==> src/rtl/mac_pkg.sv <==
// Shared widths, controller state encoding and operand sign-extension for the
// sequenced MAC accumulator.
package mac_pkg;
  localparam int PROD_W  = 32;
  localparam int ACC_W   = 36;
  localparam int SLICE_W = 6;

  typedef enum logic [1:0] {
    IDLE = 2'd0,
    ADD  = 2'd1,
    DONE = 2'd2
  } state_e;

  function automatic logic [ACC_W-1:0] sext(input logic [PROD_W-1:0] x);
    return {{(ACC_W-PROD_W){x[PROD_W-1]}}, x};
  endfunction
endpackage

==> src/rtl/acc_slice_add.sv <==
// Combinational W-bit Kogge-Stone slice adder; exposes the carry into the MSB
// so the caller can derive signed overflow on the top slice.
module acc_slice_add #(
  parameter int W = 6
) (
  input  logic [W-1:0] a_i,
  input  logic [W-1:0] b_i,
  input  logic         cin_i,
  output logic [W-1:0] sum_o,
  output logic         cout_o,
  output logic         c_msb_o
);
  logic [W-1:0] p, g, gp, pp, gn, pn, c;

  // cin is folded into bit 0's generate so the prefix tree yields carries directly
  always_comb begin
    p     = a_i ^ b_i;
    g     = a_i & b_i;
    gp    = g;
    gp[0] = g[0] | (p[0] & cin_i);
    pp    = p;
    gn    = gp;
    pn    = pp;
    for (int d = 1; d < W; d = d * 2) begin
      gn = gp;
      pn = pp;
      for (int i = d; i < W; i++) begin
        gn[i] = gp[i] | (pp[i] & gp[i-d]);
        pn[i] = pp[i] & pp[i-d];
      end
      gp = gn;
      pp = pn;
    end
    c       = {gp[W-2:0], cin_i};
    sum_o   = p ^ c;
    cout_o  = gp[W-1];
    c_msb_o = c[W-1];
  end
endmodule

==> src/rtl/mac_acc_seq.sv <==
// Sequenced accumulator: one narrow slice adder is reused over NSLICE cycles,
// with a registered carry between slices; the result commits as ADD finishes.
module mac_acc_seq
  import mac_pkg::*;
#(
  parameter int PROD_W  = mac_pkg::PROD_W,
  parameter int ACC_W   = mac_pkg::ACC_W,
  parameter int SLICE_W = mac_pkg::SLICE_W
) (
  input  logic              clk_i,
  input  logic              rst_i,
  input  logic              in_valid_i,
  output logic              in_ready_o,
  input  logic [PROD_W-1:0] in_data_i,
  input  logic              in_clear_i,
  output logic              out_valid_o,
  output logic [ACC_W-1:0]  out_acc_o,
  output logic              busy_o,
  output logic              ovf_o
);
  localparam int NSLICE = ACC_W / SLICE_W;
  localparam int KW     = (NSLICE > 1) ? $clog2(NSLICE) : 1;
  localparam logic [KW-1:0] K_LAST = KW'(NSLICE - 1);

  state_e                          state_q, state_d;
  logic [NSLICE-1:0][SLICE_W-1:0]  opd_q, opd_d;
  logic [NSLICE-1:0][SLICE_W-1:0]  wrk_q, wrk_d;
  logic [KW-1:0]                   k_q, k_d;
  logic                            cy_q, cy_d;
  logic                            clr_q, clr_d;
  logic [ACC_W-1:0]                acc_q, acc_d;
  logic                            ovf_q, ovf_d;

  logic [SLICE_W-1:0] sum_s;
  logic               cout_s, cmsb_s;

  acc_slice_add #(.W(SLICE_W)) u_add (
    .a_i     (opd_q[k_q]),
    .b_i     (wrk_q[k_q]),
    .cin_i   (cy_q),
    .sum_o   (sum_s),
    .cout_o  (cout_s),
    .c_msb_o (cmsb_s)
  );

  always_comb begin
    state_d = state_q;
    opd_d   = opd_q;
    wrk_d   = wrk_q;
    k_d     = k_q;
    cy_d    = cy_q;
    clr_d   = clr_q;
    acc_d   = acc_q;
    ovf_d   = ovf_q;
    unique case (state_q)
      IDLE: begin
        if (in_valid_i) begin
          opd_d   = sext(in_data_i);
          wrk_d   = in_clear_i ? '0 : acc_q;
          k_d     = '0;
          cy_d    = 1'b0;
          clr_d   = in_clear_i;
          state_d = ADD;
        end
      end
      ADD: begin
        wrk_d[k_q] = sum_s;
        cy_d       = cout_s;
        // Commit on the last slice so out_acc is already valid during DONE.
        if (k_q == K_LAST) begin
          acc_d   = wrk_d;
          ovf_d   = (cmsb_s ^ cout_s) | (ovf_q & ~clr_q);
          state_d = DONE;
        end else begin
          k_d = k_q + 1'b1;
        end
      end
      DONE:    state_d = IDLE;
      default: state_d = IDLE;
    endcase
  end

  always_ff @(posedge clk_i) begin
    if (rst_i) begin
      state_q <= IDLE;
      opd_q   <= '0;
      wrk_q   <= '0;
      k_q     <= '0;
      cy_q    <= 1'b0;
      clr_q   <= 1'b0;
      acc_q   <= '0;
      ovf_q   <= 1'b0;
    end else begin
      state_q <= state_d;
      opd_q   <= opd_d;
      wrk_q   <= wrk_d;
      k_q     <= k_d;
      cy_q    <= cy_d;
      clr_q   <= clr_d;
      acc_q   <= acc_d;
      ovf_q   <= ovf_d;
    end
  end

  assign in_ready_o  = (state_q == IDLE);
  assign out_valid_o = (state_q == DONE);
  assign busy_o      = (state_q != IDLE);
  assign out_acc_o   = acc_q;
  assign ovf_o       = ovf_q;
endmodule

==> config.mk <==
export PLATFORM = sky130hd
export DESIGN_NAME = mac_acc_seq
export DESIGN_NICKNAME = d
export VERILOG_FILES = /design/src/rtl/mac_pkg.sv /design/src/rtl/acc_slice_add.sv /design/src/rtl/mac_acc_seq.sv
export SDC_FILE = /design/constraint.sdc
export NUM_CORES = 1
export LEC_CHECK = 0
export CAP_MARGIN = 0
export CORE_ASPECT_RATIO = 1.5
export CORE_MARGIN = 2
export CORE_UTILIZATION = 40
export DETAILED_ROUTE_END_ITERATION = 16
export PLACE_DENSITY_LB_ADDON = 0.3
export SLEW_MARGIN = 20
export SYNTH_ARGS = -nofsm -noshare
export SYNTH_HDL_FRONTEND = slang
export SYNTH_SLANG_ARGS = --single-unit
==> constraint.sdc <==
create_clock -name clk_i -period 3.35 [get_ports clk_i]
set_input_delay 0.67 -clock clk_i [delete_from_list [all_inputs] [get_ports clk_i]]
set_output_delay 0.67 -clock clk_i [all_outputs]
set_load 0.02 [all_outputs]
==> run summary, run 1 <==
die width: 95.9 um
DPL Wire Length: 10200 um
Peak supply drop: 0.259 mV
outcome: completed
type of origin of the critical path: flop
Crit. End Element: flop
RSZ-0062 raised after global routing: no
worst-case hold slack: 0.457 ns
die area: 13600 um2
worst-path maximum fanout: 19
top cells by area, synth: dfxtp_1 (44%), nand2_1 (9.8%), a21oi_1 (8.7%), a22oi_1 (6.1%), a222oi_1 (4.5%)
Post-synth ARST share: 0
clock sinks: 112
count of flip-flops with a built-in enable after synthesis: 0
Post-route DRC: 0
Cell Area, Synth: 5070 um2
worst path bufs/invs: 3
largest area contributor in the netlist: dfxtp_1
library cells used by synthesis: 51
First DRT Iteration DRCs: 386
gpl congestion: 0.862
drt total wl: 14700 um
Reg clk slew, reported paths: 0.07 ns
CP peak stage delay: 0.51 ns
Post-Syn Nets: 666
crit path time final: 3.07 ns
GR Overflow Total: 0
#FFs+latches synth: 112
Slowest cell on crit path: fa_1
worst path required time: 3.58 ns
Reg2Reg Depth: 10
Setup TNS: 0 ns
clock latency at the later pin of the worst-skew pair: 0.35 ns
Avg Cell Area, Syn: 8.17 um2
share of cells above drive strength 1: 0.0836
first-pass GRT wire length: 23700 um
Die Height: 142 um
final hold viol count: 0
CP Cell Sequence: buf_4 -> nor3b_2 -> buf_4 -> a221oi_1 -> fa_1 -> inv_1 -> fa_1 -> mux2_2 -> a222oi_1 -> nor2_1
CTS tree: done
PortBufs: 75
H-tree depth: 3
maximum clock frequency: 326 MHz
core area: 12400 um2
CTS Buf Count: 9
Initial Utilization: 0.407
nets@finish: 724
initial antenna violation count: 0
via count: 4864
area delta synth->final: 22.4%
CP Class: flop to flop
synth warn: 0
Total GRT Usage: 0.225
fin. max-slew vios: 0
part of the cycle the worst path needs: 0.916
antenna violation net count after detailed routing: 0
Via density: 5.80
Arr. time, crit path: 3.30 ns
sequential share of the synthesized area: 0.442
TritonRoute pass-1 iters: 8
routed length per placed instance: 17.5 um
cells after synthesis: 621
clk_skew: 0.00652 ns
vias in the first global route: 4666
stages on the worst setup path: 10
Final WS setup: 0.280 ns
pwr/cell area: 429 nW/um2
Clock Tree Root: clkbuf_16
DP Worst Slack: 0.169 ns
Synth top area share: 0.442
critical path's top delay family: adder cells
Rows: 50
n_diodes: 0
post-CTS setup buffer count: 0
Rel. slew slack: 0.372
Post-synth top flop: dfxtp_1
clock buffer depth: 2
Min-Delay Path Depth: 2
Worst-Margin Slew: 0.940 ns
Boundary Pins: 76
pin count of the biggest net entering global routing: 49
leakage: 2.20 nW
final setup fails: 0
commonest cells in the netlist: nand2_1 (132), dfxtp_1 (112), a21oi_1 (88)
count leader, synth: nand2_1
type of the most critical hold path: flop to flop
max-capacitance violation count: 0
[layout make-up]
type / instances / area [um2]
clock buffers: 13 / 250
well taps: 156 / 195
clock inverters: 1 / 5.00
flip-flops and latches: 112 / 2250
fillers: 1153 / 6240
multi-input cells: 454 / 2580
repair buffers: 97 / 911
inverters: 5 / 18.8
[cells by family after synthesis]
group | after synthesis | synth area share
simple gates | 241 | 0.210
compound gates | 190 | 0.243
flops | 112 | 0.442
buf+inv | 55 | 0.0506
mux | 9 | 0.0185
fa+ha+maj | 9 | 0.0252
xor+xnor | 5 | 0.0101
[state kept, by name (all words and copies together) (netlist names)]
register   count
wrk_q         36
out_acc_o     36
clr_q          1
cy_q           1
k_q            3
ovf_o          1
state_q        2
opd_q         32
[placed cells by master (no fill, tap or decap), types with 6 or more instances in the layout]
cell type        count
nand2_1            132
dfxtp_1            109
a21oi_1             88
clkdlybuf4s50_1     74
nor2_1              56
a22oi_1             41
a222oi_1            23
buf_4               22
o21ai_0             17
nand3_1             14
clkbuf_16            9
ha_1                 7
mux2i_1              6
[routing by layer]
layer	GRT usage	vias to the layer above	wire, um
met5	0	-	0
met4	0.124	0	591
met3	0.0441	45	784
li1	-	2340	-
met1	0.269	2284	5940
met2	0.374	195	7330
[what timing repair did]
| action | 4_1_cts | 5_1_grt |
|---|---|---|
| endpoints found under the setup margin | 0 | 20 |
| gates resized for setup | 0 | 4 |
| hold buffers | 0 | 0 |
| hold endpoints to repair | 0 | 0 |
[tightest hold or removal path, stage by stage (launching register included)]
cell,delay [ns]
dfxtp_1,0.31
nand2_1,0.05
a21oi_1,0.05
[power by group]
part           internal, mW  total, mW  switching (mW)
logic                 0.117      0.300           0.182
clock network         0.517      0.975           0.458
registers              1.36       1.39          0.0277
[path summary, 6_finish.rpt]
kind / slack [ns] / end / startpoint
hold reg to reg: 0.46 / opd_q[5] / opd_q[5]
setup reg to reg: 0.28 / wrk_q[1] / k_q[2]
setup / recovery: 0.28 / wrk_q[1] / k_q[2]
hold / removal: 0.46 / opd_q[5] / opd_q[5]
[through the flow]
stage | power (mW) | instances | instance area, um2 | util
finish | 2.66 | 838 | 6210 | 0.499
floorplan | 1.60 | 621 | 5070 | -
detailed placement | 1.71 | 824 | 5940 | 0.477
global placement | 1.71 | 824 | 5940 | 0.477
CTS | 2.67 | 838 | 6200 | 0.498
global route | 2.76 | 838 | 6210 | 0.499
(Power assumes the default switching activity.)
==> run 2: changes to the inputs <==
- CORE_ASPECT_RATIO: 1.5 -> unset
- GPL_ROUTABILITY_DRIVEN: unset -> 0
==> run summary, run 2 (synthesis gave the netlist of run 1 again) <==
reg2reg start: k_q[2] (unchanged)
First DRT Iteration DRCs: 552 (was 386)
Fill cells: 1231 (was 1153)
reg2reg end: wrk_q[1] (unchanged)
nets@finish: 723 (was 724)
TritonRoute pass-1 iters: 7 (was 8)
n_diodes: 0 (unchanged)
Peak supply drop: 0.205 mV (was 0.259 mV)
leakage: 2.21 nW (was 2.20 nW)
die area: 13600 um2 (about the same)
pin count of the biggest net entering global routing: 72 (was 49)
Rel. slew slack: 0.413 (was 0.372)
pwr/cell area: 431 nW/um2 (was 429 nW/um2)
critical path's top delay family: adder cells (unchanged)
Slowest cell on crit path: fa_1 (unchanged)
clock buffer depth: 2 (unchanged)
commonest non-fill, non-tap cell in the layout: nand2_1 (unchanged)
Rows: 41 (was 50)
Crit. End Element: flop (unchanged)
crit path time final: 3.09 ns (was 3.07 ns)
Post-route DRC: 0 (unchanged)
Min-Delay Path Depth: 2 (unchanged)
PortBufs: 75 (unchanged)
Hold Path Sink: opd_q[28] (was opd_q[5])
Register Area: 2240 um2 (was 2250 um2)
CTS tree: done (unchanged)
H-tree depth: 3 (unchanged)
post-CTS setup buffer count: 0 (unchanged)
met1 usage: 0.293 (was 0.269)
Worst-Margin Slew: 0.878 ns (was 0.940 ns)
Total GRT Usage: 0.222 (was 0.225)
routed length per placed instance: 17.0 um (was 17.5 um)
antenna violation net count after detailed routing: 0 (unchanged)
Initial Utilization: 0.405 (was 0.407)
core area: 12500 um2 (was 12400 um2)
Reg2Reg Depth: 10 (unchanged)
most frequent cells in the layout: nand2_1 (132), dfxtp_1 (110), a21oi_1 (88), clkdlybuf4s50_1 (74), nor2_1 (56) (was nand2_1 (132), dfxtp_1 (109), a21oi_1 (88), clkdlybuf4s50_1 (74), nor2_1 (56))
max-capacitance violation count: 0 (unchanged)
CP Cell Sequence: buf_4 -> nor3b_4 -> buf_4 -> a221oi_1 -> fa_1 -> inv_1 -> fa_1 -> mux2_2 -> a222oi_1 -> nor2_1 (was buf_4 -> nor3b_2 -> buf_4 -> a221oi_1 -> fa_1 -> inv_1 -> fa_1 -> mux2_2 -> a222oi_1 -> nor2_1)
Boundary Pins: 76 (unchanged)
type of origin of the critical path: flop (unchanged)
Arr. time, crit path: 3.33 ns (was 3.30 ns)
die width: 117 um (was 95.9 um)
share of cells above drive strength 1: 0.0836 (unchanged)
met2 GRT Util: 0.348 (was 0.374)
GRT busiest layer: met2 (unchanged)
first-pass GRT wire length: 23700 um (about the same)
Die Height: 117 um (was 142 um)
area delta synth->final: 23.2% (was 22.4%)
outcome: completed (unchanged)
GR Util met3: 0.0457 (was 0.0441)
clk_skew: 0.00755 ns (was 0.00652 ns)
via count: 4836 (was 4864)
clock sinks: 112 (unchanged)
RSZ-0062 raised after global routing: no (unchanged)
Reg clk slew, reported paths: 0.07 ns (about the same)
CP peak stage delay: 0.50 ns (was 0.51 ns)
final hold viol count: 0 (unchanged)
initial antenna violation count: 0 (unchanged)
R2R Setup Slk: 0.26 ns (was 0.28 ns)
maximum clock frequency: 324 MHz (was 326 MHz)
CTS Buf Count: 9 (unchanged)
type of the most critical hold path: flop to flop (unchanged)
CP Class: flop to flop (unchanged)
Clock Tree Root: clkbuf_16 (unchanged)
drt total wl: 14500 um (was 14700 um)
GR Overflow Total: 0 (unchanged)
clock latency at the later pin of the worst-skew pair: 0.36 ns (was 0.35 ns)
part of the cycle the worst path needs: 0.922 (was 0.916)
multi-input logic area: 2590 um2 (was 2580 um2)
worst-path maximum fanout: 11 (was 19)
worst path bufs/invs: 3 (unchanged)
Hold Buf Count CTS: 0 (unchanged)
final setup fails: 0 (unchanged)
fin. max-slew vios: 0 (unchanged)
critical hold path startpoint: opd_q[28] (was opd_q[5])
Total Power: 2.69 mW (was 2.66 mW)
Setup TNS: 0 ns (unchanged)
vias in the first global route: 4713 (was 4666)
DPL Wire Length: 10000 um (was 10200 um)
stages on the worst setup path: 10 (unchanged)
worst path required time: 3.59 ns (was 3.58 ns)
Via density: 5.66 (was 5.80)
[run 2: worst reg2reg max path: cells and delay by family (launching register included)]
kind | cells | cell delay [ns]
adder cells (fa/ha/maj) | 2 | 0.91
buffers and inverters | 3 | 0.53
AO/OA/AOI/OAI | 2 | 0.44
AND/OR/NAND/NOR | 2 | 0.41
flip-flops | 1 | 0.37
multiplexers | 1 | 0.32
[run 2: routing by layer]
metal	routed length, um	vias to the layer above
met1	6520	2258
met2	6530	209
met4	479	0
li1	-	2336
met5	0	-
met3	1020	33
[run 2: cell type report]
cell class,instances,share of cell area
clock buffers,13,0.0400
multi-input cells,454,0.414
clock inverters,2,0.00260
well taps,172,0.0344
flip-flops and latches,112,0.359
repair buffers,96,0.147
inverters,5,0.00300
[run 2: report_power, final]
| group | leakage, nW | internal (mW) | switching (mW) |
|---|---|---|---|
| logic | 1.17 | 0.117 | 0.181 |
| registers | 0.909 | 1.36 | 0.0265 |
| clock network | 0.126 | 0.524 | 0.481 |
| total | 2.21 | 2.00 | 0.689 |
[run 2: worst max-delay path by stage]
stage,endpoint,from,slack [ns]
floorplan,wrk_q[1],k_q[0],0.40
CTS,out_acc_o[28],k_q[0],0.09
finish,wrk_q[1],k_q[2],0.26
global placement,out_acc_o[28],k_q[0],0.31
global route,ovf_o,k_q[0],0.02
detailed placement,out_acc_o[28],k_q[0],0.13
[run 2: timing repair]
item / CTS / global route
endpoints found under the setup margin: 0 / 26
resized for setup: 0 / 4
hold endpoints to repair: 0 / 0
[run 2: metrics by stage]
step | instance area, um2 | hold slack (ns) | setup WS (ns) | cells | utilization
5_1_grt | 6250 | 0.468 | 0.0206 | 854 | 0.499
3_3_place_gp | 5970 | 0.444 | 0.307 | 839 | 0.477
3_5_place_dp | 5970 | 0.448 | 0.129 | 839 | 0.477
4_1_cts | 6230 | 0.458 | 0.0948 | 854 | 0.498
6_report | 6250 | 0.458 | 0.262 | 854 | 0.499
2_1_floorplan | 5070 | 0.436 | 0.399 | 621 | -
==> run 3: changes to the inputs <==
- CORE_MARGIN: 2 -> 5
- CORE_UTILIZATION: 40 -> 54
- clock period: 3.35 -> 2.9 ns (I/O delays scaled with it)
==> run summary, run 3 (synthesis gave the netlist of run 1 again) <==
antenna violation net count after detailed routing: 0 (unchanged)
part of the cycle the worst path needs: 1.02 (was 0.922)
Slowest cell on crit path: fa_2 (was fa_1)
CP Class: flop to flop (unchanged)
die width: 107 um (was 117 um)
DP Worst Slack: -0.110 ns (was 0.129 ns)
pin count of the biggest net entering global routing: 54 (was 72)
clock buffer depth: 2 (unchanged)
vias in the first global route: 4846 (was 4713)
Setup TNS: -0.265 ns (was 0 ns)
maximum clock frequency: 338 MHz (was 324 MHz)
Post-route DRC: 0 (unchanged)
routed length per placed instance: 17.9 um (was 17.0 um)
Peak supply drop: 0.339 mV (was 0.205 mV)
core area: 9200 um2 (was 12500 um2)
TritonRoute pass-1 iters: 8 (was 7)
commonest non-fill, non-tap cell in the layout: nand2_1 (unchanged)
critical path's top delay family: compound AO/OA/AOI/OAI gates (was adder cells)
PortBufs: 75 (unchanged)
max-capacitance violation count: 0 (unchanged)
Design Area, Final: 6610 um2 (was 6250 um2)
nets@finish: 756 (was 723)
placed instance area: 6070 um2 (was 5970 um2)
RSZ-0062 raised after global routing: yes (was no)
first-pass GRT wire length: 23400 um (was 23700 um)
Via density: 6.14 (was 5.66)
Reg2Reg Depth: 13 (was 10)
leakage: 2.39 nW (was 2.21 nW)
Fill cells: 707 (was 1231)
GR Overflow Total: 0 (unchanged)
Hold Buf Count CTS: 0 (unchanged)
Boundary Pins: 76 (unchanged)
CTS Buf Count: 9 (unchanged)
final setup fails: 11 (was 0)
Reg clk slew, reported paths: 0.10 ns (was 0.07 ns)
via count: 5065 (was 4836)
n_diodes: 0 (unchanged)
CTS tree: done (unchanged)
DPL Wire Length: 9900 um (was 10000 um)
crit path time final: 2.96 ns (was 3.09 ns)
worst path bufs/invs: 3 (unchanged)
die area: 11400 um2 (was 13600 um2)
type of origin of the critical path: flop (unchanged)
Min-Delay Path Depth: 2 (unchanged)
initial antenna violation count: 0 (unchanged)
Total GRT Usage: 0.253 (was 0.222)
Arr. time, crit path: 3.21 ns (was 3.33 ns)
Register Area: 2250 um2 (was 2240 um2)
outcome: complete, but fails checks (was completed)
failing checks: setup timing
H-tree depth: 3 (unchanged)
CP Cell Sequence: buf_4 -> and3b_2 -> a22oi_1 -> nand2_1 -> a221oi_2 -> fa_2 -> inv_2 -> fa_2 -> xnor2_4 -> buf_4 -> a21oi_2 -> a222oi_1 -> nor2_1 (was buf_4 -> nor3b_4 -> buf_4 -> a221oi_1 -> fa_1 -> inv_1 -> fa_1 -> mux2_2 -> a222oi_1 -> nor2_1)
Rows: 35 (was 41)
Initial Utilization: 0.552 (was 0.405)
Clock Tree Root: clkbuf_8 (was clkbuf_16)
CP peak stage delay: 0.45 ns (was 0.50 ns)
fin. max-slew vios: 0 (unchanged)
type of the most critical hold path: flop to flop (unchanged)
final hold viol count: 0 (unchanged)
worst-case hold slack: 0.461 ns (was 0.458 ns)
worst-path maximum fanout: 6 (was 11)
clock latency at the later pin of the worst-skew pair: 0.37 ns (was 0.36 ns)
worst path required time: 3.15 ns (was 3.59 ns)
clock sinks: 112 (unchanged)
stages on the worst setup path: 13 (was 10)
Worst-Margin Slew: 0.749 ns (was 0.878 ns)
area delta synth->final: 30.3% (was 23.2%)
Final WS setup: -0.0607 ns (was 0.262 ns)
multi-input logic area: 2790 um2 (was 2590 um2)
Total Power: 3.03 mW (was 2.69 mW)
Crit. End Element: flop (unchanged)
drt total wl: 14800 um (was 14500 um)
share of cells above drive strength 1: 0.171 (was 0.0836)
most frequent cells in the layout: nand2_1 (131), dfxtp_1 (109), a21oi_1 (81), clkdlybuf4s50_1 (74), nor2_1 (56) (was nand2_1 (132), dfxtp_1 (110), a21oi_1 (88), clkdlybuf4s50_1 (74), nor2_1 (56))
clk_skew: 0.0126 ns (was 0.00755 ns)
pwr/cell area: 458 nW/um2 (was 431 nW/um2)
First DRT Iteration DRCs: 464 (was 552)
Die Height: 107 um (was 117 um)
Rel. slew slack: 0.499 (was 0.413)
[run 3: changes by cell type in the layout (fill, tap and decap cells not counted), sizes merged]
| cell | change |
|---|---|
| clkinv | +1 |
| bufinv | +2 |
| clkbuf | -3 |
| clkinvlp | -1 |
| buf | +33 |
[run 3: worst min-delay path, cell delays in order, from the launching register on]
cell,delay (ns)
dfxtp_1,0.32
nand2_1,0.05
a21oi_1,0.05
[run 3: stage by stage]
step | utilization | cells
3_3_place_gp | 0.660 | 800
6_report | 0.719 | 825
3_5_place_dp | 0.660 | 800
2_1_floorplan | - | 621
4_1_cts | 0.684 | 814
5_1_grt | 0.719 | 825
[run 3: area by class of cell]
class	instances	area share
Timing Repair Buffer	129	0.182
Clock inverter	4	0.0106
Inverter	5	0.00284
Clock buffer	10	0.0208
Sequential cell	112	0.341
Multi-Input combinational cell	454	0.422
Tap cell	111	0.0210
[run 3: routing by layer]
layer	wire length, um	track usage	vias up
met4	386	0.106	0
li1	-	-	2389
met1	6220	0.333	2373
met5	0	0	-
met3	1140	0.0379	38
met2	7040	0.414	265
[run 3: timing repair]
action	4_1_cts	5_1_grt
pin swaps	1	27
buffers inserted	0	11
setup endpoints to repair	31	31
resized for setup	5	52
[run 3: power by group]
part	internal [mW]	switching, mW
Combinational	0.181	0.239
Clock	0.499	0.511
Sequential	1.57	0.0292
[run 3: worst paths after layout]
| path | from | end | slack, ns |
|---|---|---|---|
| worst max-delay path | k_q[1] | wrk_q[8] | -0.06 |
| worst min-delay path | opd_q[27] | opd_q[27] | 0.46 |
| worst max register to register | k_q[1] | wrk_q[8] | -0.06 |
| worst min register to register | opd_q[27] | opd_q[27] | 0.46 |
